`src/rtl/accel_spi_sequencer.sv`:
```
// ADXL345 3-wire SPI sequencer: configures the sensor after reset, then
// burst-reads X/Y/Z on data-ready or poll timeout and publishes the samples
// with a single-cycle valid strobe.
module accel_spi_sequencer #(
  parameter int CLK_DIV        = 25,
  parameter int STARTUP_CYCLES = 100000,
  parameter int POLL_PERIOD    = 0
) (
  input  logic        clk_clk,
  input  logic        reset_reset_n,
  input  logic        g_sensor_int,
  input  logic [1:0]  range_sel,
  output logic        spi_cs_n,
  output logic        spi_sclk,
  output logic        sdat_o,
  output logic        sdat_oe,
  input  logic        sdat_i,
  output logic [15:0] accel_x,
  output logic [15:0] accel_y,
  output logic [15:0] accel_z,
  output logic        sample_valid,
  output logic        init_done,
  output logic        busy
);

  localparam logic [2:0] ST_STARTUP  = 3'd0;
  localparam logic [2:0] ST_INIT_WR  = 3'd1;
  localparam logic [2:0] ST_INIT_GAP = 3'd2;
  localparam logic [2:0] ST_IDLE     = 3'd3;
  localparam logic [2:0] ST_READ     = 3'd4;
  localparam logic [2:0] ST_READ_GAP = 3'd5;

  localparam logic [31:0] DIV_LIM   = 32'(CLK_DIV - 1);
  localparam logic [31:0] GAP_LIM1  = 32'(2 * CLK_DIV - 1);
  localparam logic [31:0] GAP_LIM2  = 32'(2 * CLK_DIV - 2);
  localparam logic [31:0] START_LIM = 32'(STARTUP_CYCLES);
  localparam logic [31:0] POLL_LIM  = 32'(POLL_PERIOD - 1);

  logic [2:0]  state;
  logic [31:0] cnt;
  logic [7:0]  half;
  logic [7:0]  last_half;
  logic [2:0]  wr_idx;
  logic [1:0]  range_q;
  logic [55:0] tx;
  logic [47:0] rx;
  logic [31:0] poll_cnt;
  logic        int_meta;
  logic        int_sync;
  logic        read_trigger;

  // Configuration word (command byte, data byte) for each init write.
  function automatic logic [15:0] init_word(input logic [2:0] idx, input logic [1:0] rng);
    case (idx)
      3'd0:    init_word = {8'h31, 6'b010010, rng};
      3'd1:    init_word = 16'h2C0A;
      3'd2:    init_word = 16'h2F00;
      3'd3:    init_word = 16'h2E80;
      default: init_word = 16'h2D08;
    endcase
  endfunction

  assign last_half    = (state == ST_READ) ? 8'd112 : 8'd32;
  assign read_trigger = int_sync || ((POLL_PERIOD != 0) && (poll_cnt >= POLL_LIM));

  // Two-flop synchronizer for the asynchronous INT1 pin.
  always_ff @(posedge clk_clk) begin
    if (!reset_reset_n) begin
      int_meta <= 1'b0;
      int_sync <= 1'b0;
    end else begin
      int_meta <= g_sensor_int;
      int_sync <= int_meta;
    end
  end

  // Sequencer FSM, SPI bit engine and sample publication.
  always_ff @(posedge clk_clk) begin
    if (!reset_reset_n) begin
      state        <= ST_STARTUP;
      cnt          <= '0;
      half         <= '0;
      wr_idx       <= '0;
      range_q      <= '0;
      tx           <= '0;
      rx           <= '0;
      poll_cnt     <= '0;
      spi_cs_n     <= 1'b1;
      spi_sclk     <= 1'b1;
      sdat_o       <= 1'b0;
      sdat_oe      <= 1'b0;
      busy         <= 1'b0;
      accel_x      <= '0;
      accel_y      <= '0;
      accel_z      <= '0;
      sample_valid <= 1'b0;
      init_done    <= 1'b0;
    end else begin
      sample_valid <= 1'b0;
      if (!init_done)
        poll_cnt <= '0;
      else if (poll_cnt != '1)
        poll_cnt <= poll_cnt + 32'd1;

      case (state)
        ST_STARTUP: begin
          if (cnt >= START_LIM) begin
            range_q  <= range_sel;
            tx       <= {init_word(3'd0, range_sel), 40'd0};
            wr_idx   <= 3'd0;
            spi_cs_n <= 1'b0;
            busy     <= 1'b1;
            sdat_oe  <= 1'b1;
            cnt      <= '0;
            half     <= '0;
            state    <= ST_INIT_WR;
          end else begin
            cnt <= cnt + 32'd1;
          end
        end

        ST_INIT_WR, ST_READ: begin
          if (cnt == DIV_LIM) begin
            cnt  <= '0;
            half <= half + 8'd1;
            if (half == last_half) begin
              spi_cs_n <= 1'b1;
              busy     <= 1'b0;
              sdat_oe  <= 1'b0;
              sdat_o   <= 1'b0;
              state    <= (state == ST_READ) ? ST_READ_GAP : ST_INIT_GAP;
            end else if (!half[0]) begin
              spi_sclk <= 1'b0;
              sdat_o   <= tx[55];
              tx       <= {tx[54:0], 1'b0};
              if ((state == ST_READ) && (half == 8'd16))
                sdat_oe <= 1'b0;
            end else begin
              spi_sclk <= 1'b1;
              rx       <= {rx[46:0], sdat_i};
            end
          end else begin
            cnt <= cnt + 32'd1;
          end
        end

        ST_INIT_GAP: begin
          if (wr_idx == 3'd4) begin
            if (cnt == '0)
              init_done <= 1'b1;
            if (cnt == GAP_LIM2) begin
              cnt   <= '0;
              state <= ST_IDLE;
            end else begin
              cnt <= cnt + 32'd1;
            end
          end else if (cnt == GAP_LIM1) begin
            tx       <= {init_word(wr_idx + 3'd1, range_q), 40'd0};
            wr_idx   <= wr_idx + 3'd1;
            spi_cs_n <= 1'b0;
            busy     <= 1'b1;
            sdat_oe  <= 1'b1;
            cnt      <= '0;
            half     <= '0;
            state    <= ST_INIT_WR;
          end else begin
            cnt <= cnt + 32'd1;
          end
        end

        ST_IDLE: begin
          if (read_trigger) begin
            tx       <= {8'hF2, 48'd0};
            spi_cs_n <= 1'b0;
            busy     <= 1'b1;
            sdat_oe  <= 1'b1;
            cnt      <= '0;
            half     <= '0;
            poll_cnt <= '0;
            state    <= ST_READ;
          end
        end

        ST_READ_GAP: begin
          if (cnt == '0) begin
            accel_x      <= {rx[39:32], rx[47:40]};
            accel_y      <= {rx[23:16], rx[31:24]};
            accel_z      <= {rx[7:0],   rx[15:8]};
            sample_valid <= 1'b1;
          end
          if (cnt == GAP_LIM2) begin
            cnt   <= '0;
            state <= ST_IDLE;
          end else begin
            cnt <= cnt + 32'd1;
          end
        end

        default: begin
          state <= ST_STARTUP;
          cnt   <= '0;
        end
      endcase
    end
  end

endmodule

```
`config.mk`:
```
export PLATFORM = sky130hd
export DESIGN_NAME = accel_spi_sequencer
export DESIGN_NICKNAME = d
export VERILOG_FILES = /design/src/rtl/accel_spi_sequencer.sv
export SDC_FILE = /design/constraint.sdc
export NUM_CORES = 1
export LEC_CHECK = 0
export CAP_MARGIN = 10
export CORE_UTILIZATION = 50
export DETAILED_ROUTE_END_ITERATION = 10
export PLACE_DENSITY = 0.7
export REMOVE_ABC_BUFFERS = 1
export SLEW_MARGIN = 20
export SYNTH_ARGS = -nofsm -noshare
export SYNTH_HDL_FRONTEND = slang
export SYNTH_SLANG_ARGS = --single-unit
```
`constraint.sdc`:
```
create_clock -name clk_clk -period 3.8 [get_ports clk_clk]
set_input_delay 0.57 -clock clk_clk [delete_from_list [all_inputs] [get_ports clk_clk]]
set_output_delay 0.57 -clock clk_clk [all_outputs]
set_load 0.03 [all_outputs]
```
==> results of run 1 <==
==> metrics by stage <==
stage / TNS, ns / instance area (sq um)
floorplan: -0.0873 / 7440
global placement: 0 / 8430
detailed placement: 0 / 8430
CTS: 0 / 9040
global route: 0 / 9040
finish: 0 / 9040
==> per-layer routing <==
layer  global-route usage, %  wire [um]  vias up
li1                        -          -     3395
met1                    30.9       8530     3148
met2                    35.1       7730      162
met3                    4.34        641       21
met4                    7.87        259        0
met5                       0          0        -
==> synthesized netlist by cell type (7+ instances only) <==
| library cell | instances |
|---|---|
| and3_1 | 12 |
| a22oi_1 | 8 |
| o311ai_0 | 8 |
| dfxtp_1 | 169 |
| a311oi_1 | 8 |
| and2_1 | 9 |
| inv_1 | 18 |
| clkbuf_1 | 60 |
| mux2i_1 | 60 |
| nand4_1 | 7 |
| nor2_1 | 85 |
| o2111ai_1 | 11 |
| nor4_1 | 10 |
| ha_1 | 10 |
| nand3_1 | 25 |
| o211ai_1 | 24 |
| o21ai_0 | 28 |
| a21oi_1 | 63 |
| buf_2 | 11 |
| nor3_1 | 19 |
| a31oi_1 | 18 |
| nand2_1 | 183 |
==> state kept, by name, summed over array words and instances, names as in the netlist, 2 cells and up <==
name     flops
cnt         32
accel_x     16
state        3
half         8
accel_z     16
accel_y     16
wr_idx       3
rx          48
tx          16
range_q      2
==> worst reg2reg max path, delay by kind of cell (launching register included) <==
kind | cells | cell delay, ns
simple gates | 3 | 1.24
flops | 1 | 0.39
compound gates | 3 | 1.39
==> power by group <==
part           switching, mW  internal [mW]  leakage [nW]
sequential            0.0844           1.89          1.37
combinational          0.727          0.410          1.84
clock                  0.791          0.941         0.286
==> area by class of cell <==
cell class / instances / area (sq um)
Inverter: 18 / 68.8
Sequential cell: 169 / 3380
Clock buffer: 17 / 425
Multi-Input combinational cell: 680 / 4000
Timing Repair Buffer: 78 / 743
Clock inverter: 15 / 181
Tap cell: 188 / 235
Fill cell: 1351 / 6110
==> kinds of logic (layout without fill, tap and decap cells) <==
logic type	count (synthesis)	count (layout)	share of synthesized area (%)
xor gates and xnor gates	4	4	0.452
buffers and inverters	93	128	4.88
adders and majority gates	10	10	1.62
DFF	169	169	43.7
and+or+nand+nor	393	393	23.4
muxes	61	61	7.90
AOI/OAI and AO/OA	212	212	18.1
==> how the worst min path moves through the flow <==
| stage | from | endpoint |
|---|---|---|
| 3_5_place_dp | int_meta$_SDFF_PN0_ | int_sync$_SDFF_PN0_ |
| 4_1_cts | int_meta$_SDFF_PN0_ | int_sync$_SDFF_PN0_ |
| 6_report | int_meta$_SDFF_PN0_ | int_sync$_SDFF_PN0_ |
| 3_3_place_gp | int_meta$_SDFF_PN0_ | int_sync$_SDFF_PN0_ |
| 5_1_grt | accel_z[1]$_SDFFE_PN0P_ | accel_z[1]$_SDFFE_PN0P_ |
| 2_1_floorplan | int_meta$_SDFF_PN0_ | int_sync$_SDFF_PN0_ |
==> results.md, run 1 <==
* Status: completed
* CP max stage cell: o21ai_2
* Initial antenna violation count at 0
* Io pins at between 60 and 70
* Post-route ant nets at 0
* H-Tree Level Count at 4
* Max-slew headroom at roughly 42%
* Critical path's top delay family: compound AO/OA/AOI/OAI gates
* Root buffer selected by CTS: clkbuf_16
* Sequential fraction of the synthesis area at roughly 44%
* Port bufs at 60
* Mean Syn Cell Area at slightly above 8 sq um
* Routed WL at 17.2 mm
* Hold Crit Class: reg2reg
* Post-Syn Instances at ~940
* Setup violators final at 0
* DR iter-0 viols at slightly above 500
* Fin. max-slew vios at 0
* Worst r2r dst: cnt[15]$_SDFFE_PN0P_
* RSZ-0062 raised after global routing: false
* Ratio of cells with drive above 1 in the final layout at ~7.2%
* Pin count of the biggest net entering global routing at just under 90
* Worst-Margin Slew at between 0.8 and 0.9 ns
* Worst Reg2Reg Path Length in Cells at 6
* Post-Place Setup Slack at 0.681 ns
* DR WL/cell at roughly 15 um
* Core box area at around 15,000 sq um
* DIE AREA at between 15,000 and 20,000 sq um
* Postcts setup bufs at 0
* Slack of the critical path at between 0.6 and 0.7 ns
* Top_reg_cell synth: dfxtp_1
* Yosys warnings at 0
* WP depth at 6
* Final net count at 980
* Power density over cell area at ~540 nW/um^2
* Vias at 6,726
* R2R Setup Slk at 0.63 ns
* Placed Cells at about 1,100
* Number of remaining DRC errors at 0
* Area Growth Syn to Fin at 16.7%
* Number of diodes at 0
* P_leak at 3.49 nW
* Clock Latency Late Sink at about 0.43 ns
* Clock period minus worst slack at about 3.2 ns
* CP arrival at ~3.4 ns
* Starting Density at about half
* 1st-pass router iterations at 5
* Synthesized area at 7750 sq um
* Period Utilization, post-route at about 83%
* Flops & latches, synth at roughly 170
* Cell row count at 45
* Critical Path Fanout Max at 18
* Core Util, Final at 59.7%
* Most frequent cells in the layout: 183 x nand2_1, 169 x dfxtp_1, 85 x nor2_1, 63 x a21oi_1, 60 x mux2i_1
* Critical Path Sink Type: flip-flop
* Routed vias/inst at 5.77
* Area leader, netlist: dfxtp_1
* Die width at ~130 um
* GRT Overall Usage at around 22%
* Total power at 4.84 mW
* Worst reg2reg startpoint: cnt[11]$_SDFFE_PN0P_
* Clock transition at path regs at approximately 0.07 ns
* Global route total overflow at 0
* Worst clock skew at about 0.010 ns
* Num CTS Buffers at 17
* Unique masters post-synth at 63
* Critical Path End: cnt[15]$_SDFFE_PN0P_
* Synth top area share at between 40% and 50%
* F_max at between 300 and 400 MHz
* Kind of critical path: reg2reg
* Number of global-route vias before repair at about 6,100
* PostCTS Resize Cnt at 0
* Critical path, cell by cell: or4_1 > nor4_1 > nand2_1 > a221o_1 > o21ai_2 > o311ai_0
* Max_cap viols at 0
* VDD IR max at about 370 uV
* Most common cell after layout, fill and taps aside: nand2_1
* Final Hold Vio Count at 0
* CP max stage delay at slightly below 0.7 ns
* Critical Path Start Type: flip-flop
* CTS Sinks at approximately 170
* Fin Hold WS at ~0.43 ns
* Worst Path Buf+Inv at 0
* Die height at 126 um
* Hold_buf cts at 0
* CTS max path bufs at 2
* Global-route wire length before repair at approximately 29 mm
* CP Launch Point: cnt[11]$_SDFFE_PN0P_
* Number of flops mapped to enable cells by yosys at 0
* CTS tree: done
* Hold depth at 1
* Final cell count without fillers at 1,165
* Hpwl dp at between 10 and 15 mm
* Placer Congestion at roughly 0.86
* Synth top area cells: dfxtp_1 44%, nand2_1 8.9%, mux2i_1 7.8%
* Async SR Flop Fraction at 0%
* WP data required at roughly 4.1 ns
(Power assumes the default switching activity.)
==> run 2, diff against run 1 <==
clock period = 3.05 ns   (was 3.8 ns; I/O delays follow)
==> run 2 against run 1 <==
Against the previous run:
- first-iteration DRC count increased by 1.5%
- clock power up 23%
- critical path depth increased by 1
- design area is 1.5% higher
- worst setup slack got worse by 0.46 ns
- die area is the same
- critical endpoint is now cnt[31]$_SDFFE_PN0P_
- largest cell class unchanged
- highest routed layer is now met5
==> results.md, run 2 (synthesized netlist as in run 1, its figures left out) <==
* Status: completed
* Global-route wire length before repair at just under 30 mm
* Global route total overflow at 0
* DIE AREA at ~16,000 sq um
* Placed Cells at 1,152
* Number of global-route vias before repair at approximately 6,000
* 1st-pass router iterations at 5
* GR Util met2 at 35.3%
* Biggest register: rx
* H-Tree Level Count at 4
* CP arrival at ~3.2 ns
* Worst-Margin Slew at 0.601 ns
* Starting Density at between 50 and 60%
* Critical Path Start Type: flip-flop
* Worst reg2reg startpoint: cnt[13]$_SDFFE_PN0P_
* Placer Congestion at around 0.84
* Final cell count without fillers at 1,184
* Critical path's top delay family: simple AND/OR/NAND/NOR gates
* Final Hold Vio Count at 0
* Num CTS Buffers at 17
* Io pins at 61
* Port bufs at 60
* Worst r2r dst: cnt[31]$_SDFFE_PN0P_
* CP max stage delay at between 0.6 and 0.7 ns
* PostCTS Resize Cnt at 0
* Cell row count at between 40 and 50
* Area Growth Syn to Fin at 18.4%
* Hold_sp: int_meta$_SDFF_PN0_
* FILL cells at 1,365
* DR WL/cell at about 15 um
* DR iter-0 viols at about 530
* Ratio of cells with drive above 1 in the final layout at 8.84%
* Final net count at about 1,000
* Setup violators final at 0
* CP max stage cell: or4_1
* Most common cell after layout, fill and taps aside: nand2_1
* Period Utilization, post-route at between 90 and 100%
* Initial antenna violation count at 1
* Hold Crit Class: reg2reg
* Max_cap viols at 0
* Clock period minus worst slack at 2.88 ns
* Worst clock skew at around 0.0080 ns
* GRT Overall Usage at between 20% and 30%
* Hpwl dp at ~11 mm
* Critical Path Fanout Max at 27
* Root buffer selected by CTS: clkbuf_16
* Vias at 6,754
* Number of remaining DRC errors at 0
* GRT busiest layer: met2
* Clock Latency Late Sink at roughly 0.43 ns
* Hold depth at 1
* Routed WL at around 17 mm
* Post-route ant nets at 0
* Critical path, cell by cell: or4_1 > nor4_1 > nand2_1 > a221o_1 > buf_4 > o21a_1 > a221o_1
* Kind of critical path: reg2reg
* P_leak at approximately 3.6 nW
* Number of diodes at 0
* Most used cell, CP: a221o_1
* WP data required at around 3.4 ns
* Biggest regs: rx (48), cnt (32)
* CTS max path bufs at 2
* Power density over cell area at 662 nW/um^2
* Worst Path Buf+Inv at 1
* Clock transition at path regs at 0.07 ns
* F_max at ~350 MHz
* Critical Path Sink Type: flip-flop
* Fin. max-slew vios at 0
* Pin count of the biggest net entering global routing at between 90 and 100
* VDD IR max at about 390 uV
* Total power at between 6 and 7 mW
* RSZ-0062 raised after global routing: false
* Hold_buf cts at 0
* CTS Sinks at between 150 and 200
* R2R Setup Slk at around 0.17 ns
* Max FFs per register at 48
* Most frequent cells in the layout: 183 x nand2_1, 169 x dfxtp_1, 85 x nor2_1, 63 x a21oi_1, 60 x mux2i_1
* Worst Reg2Reg Path Length in Cells at 7
* CTS tree: done
* Min-Delay Endpoint: int_sync$_SDFF_PN0_
* Postcts setup bufs at 0
* Global Route met1 Usage at between 30% and 40%
* Global routing usage on met3 at under 10%
* Max-slew headroom at roughly 60%
* Routed vias/inst at ~5.7
* Die height at approximately 130 um
* Setup TNS at 0 ns
* Die width at ~130 um
* Core box area at approximately 15,000 sq um
## run 2: how the worst max path moves through the flow
| stage | from | cells past startpoint | slack [ns] | end |
|---|---|---|---|---|
| after floorplan | reset_reset_n | 3 | -0.72 | cnt[31]$_SDFFE_PN0P_ |
| after global placement | cnt[19]$_SDFFE_PN0P_ | 8 | 0.32 | tx[48]$_SDFFE_PN0P_ |
| after detailed placement | cnt[13]$_SDFFE_PN0P_ | 7 | 0.29 | cnt[31]$_SDFFE_PN0P_ |
| after CTS | cnt[13]$_SDFFE_PN0P_ | 7 | 0.27 | cnt[31]$_SDFFE_PN0P_ |
| after global routing | cnt[19]$_SDFFE_PN0P_ | 8 | 0.06 | tx[46]$_SDFFE_PN0P_ |
| final | cnt[13]$_SDFFE_PN0P_ | 7 | 0.17 | cnt[31]$_SDFFE_PN0P_ |
## run 2: cell type report
class | instances | area (sq um) | area share, %
clock buffers | 20 | 457 | 4.98
clock inverters | 12 | 118 | 1.28
inverters | 18 | 68.8 | 0.750
multi-input cells | 680 | 4000 | 43.6
flip-flops and latches | 169 | 3380 | 36.9
well taps | 188 | 235 | 2.56
repair buffers | 97 | 911 | 9.93
## run 2: report_power, final
group / leakage, nW / total [mW] / switching, mW / internal [mW]
registers: 1.37 / 2.46 / 0.110 / 2.35
logic: 1.95 / 1.50 / 0.909 / 0.591
clock network: 0.287 / 2.12 / 0.987 / 1.13
total: 3.60 / 6.08 / 2.01 / 4.07
## run 2: metrics by stage
step	util, %	hold WS [ns]	setup slack (ns)	cell area [sq um]
floorplan	-	0.412	-0.725	7440
global placement	56.8	0.416	0.320	8600
detailed placement	56.8	0.423	0.290	8600
CTS	60.6	0.439	0.269	9180
global route	60.6	0.452	0.0604	9180
finish	60.6	0.434	0.173	9180
## run 2: metal layers
metal / up-vias / wire length (um)
li1: 3435 / -
met1: 3159 / 8520
met2: 136 / 7950
met3: 22 / 641
met4: 2 / 269
met5: - / 10
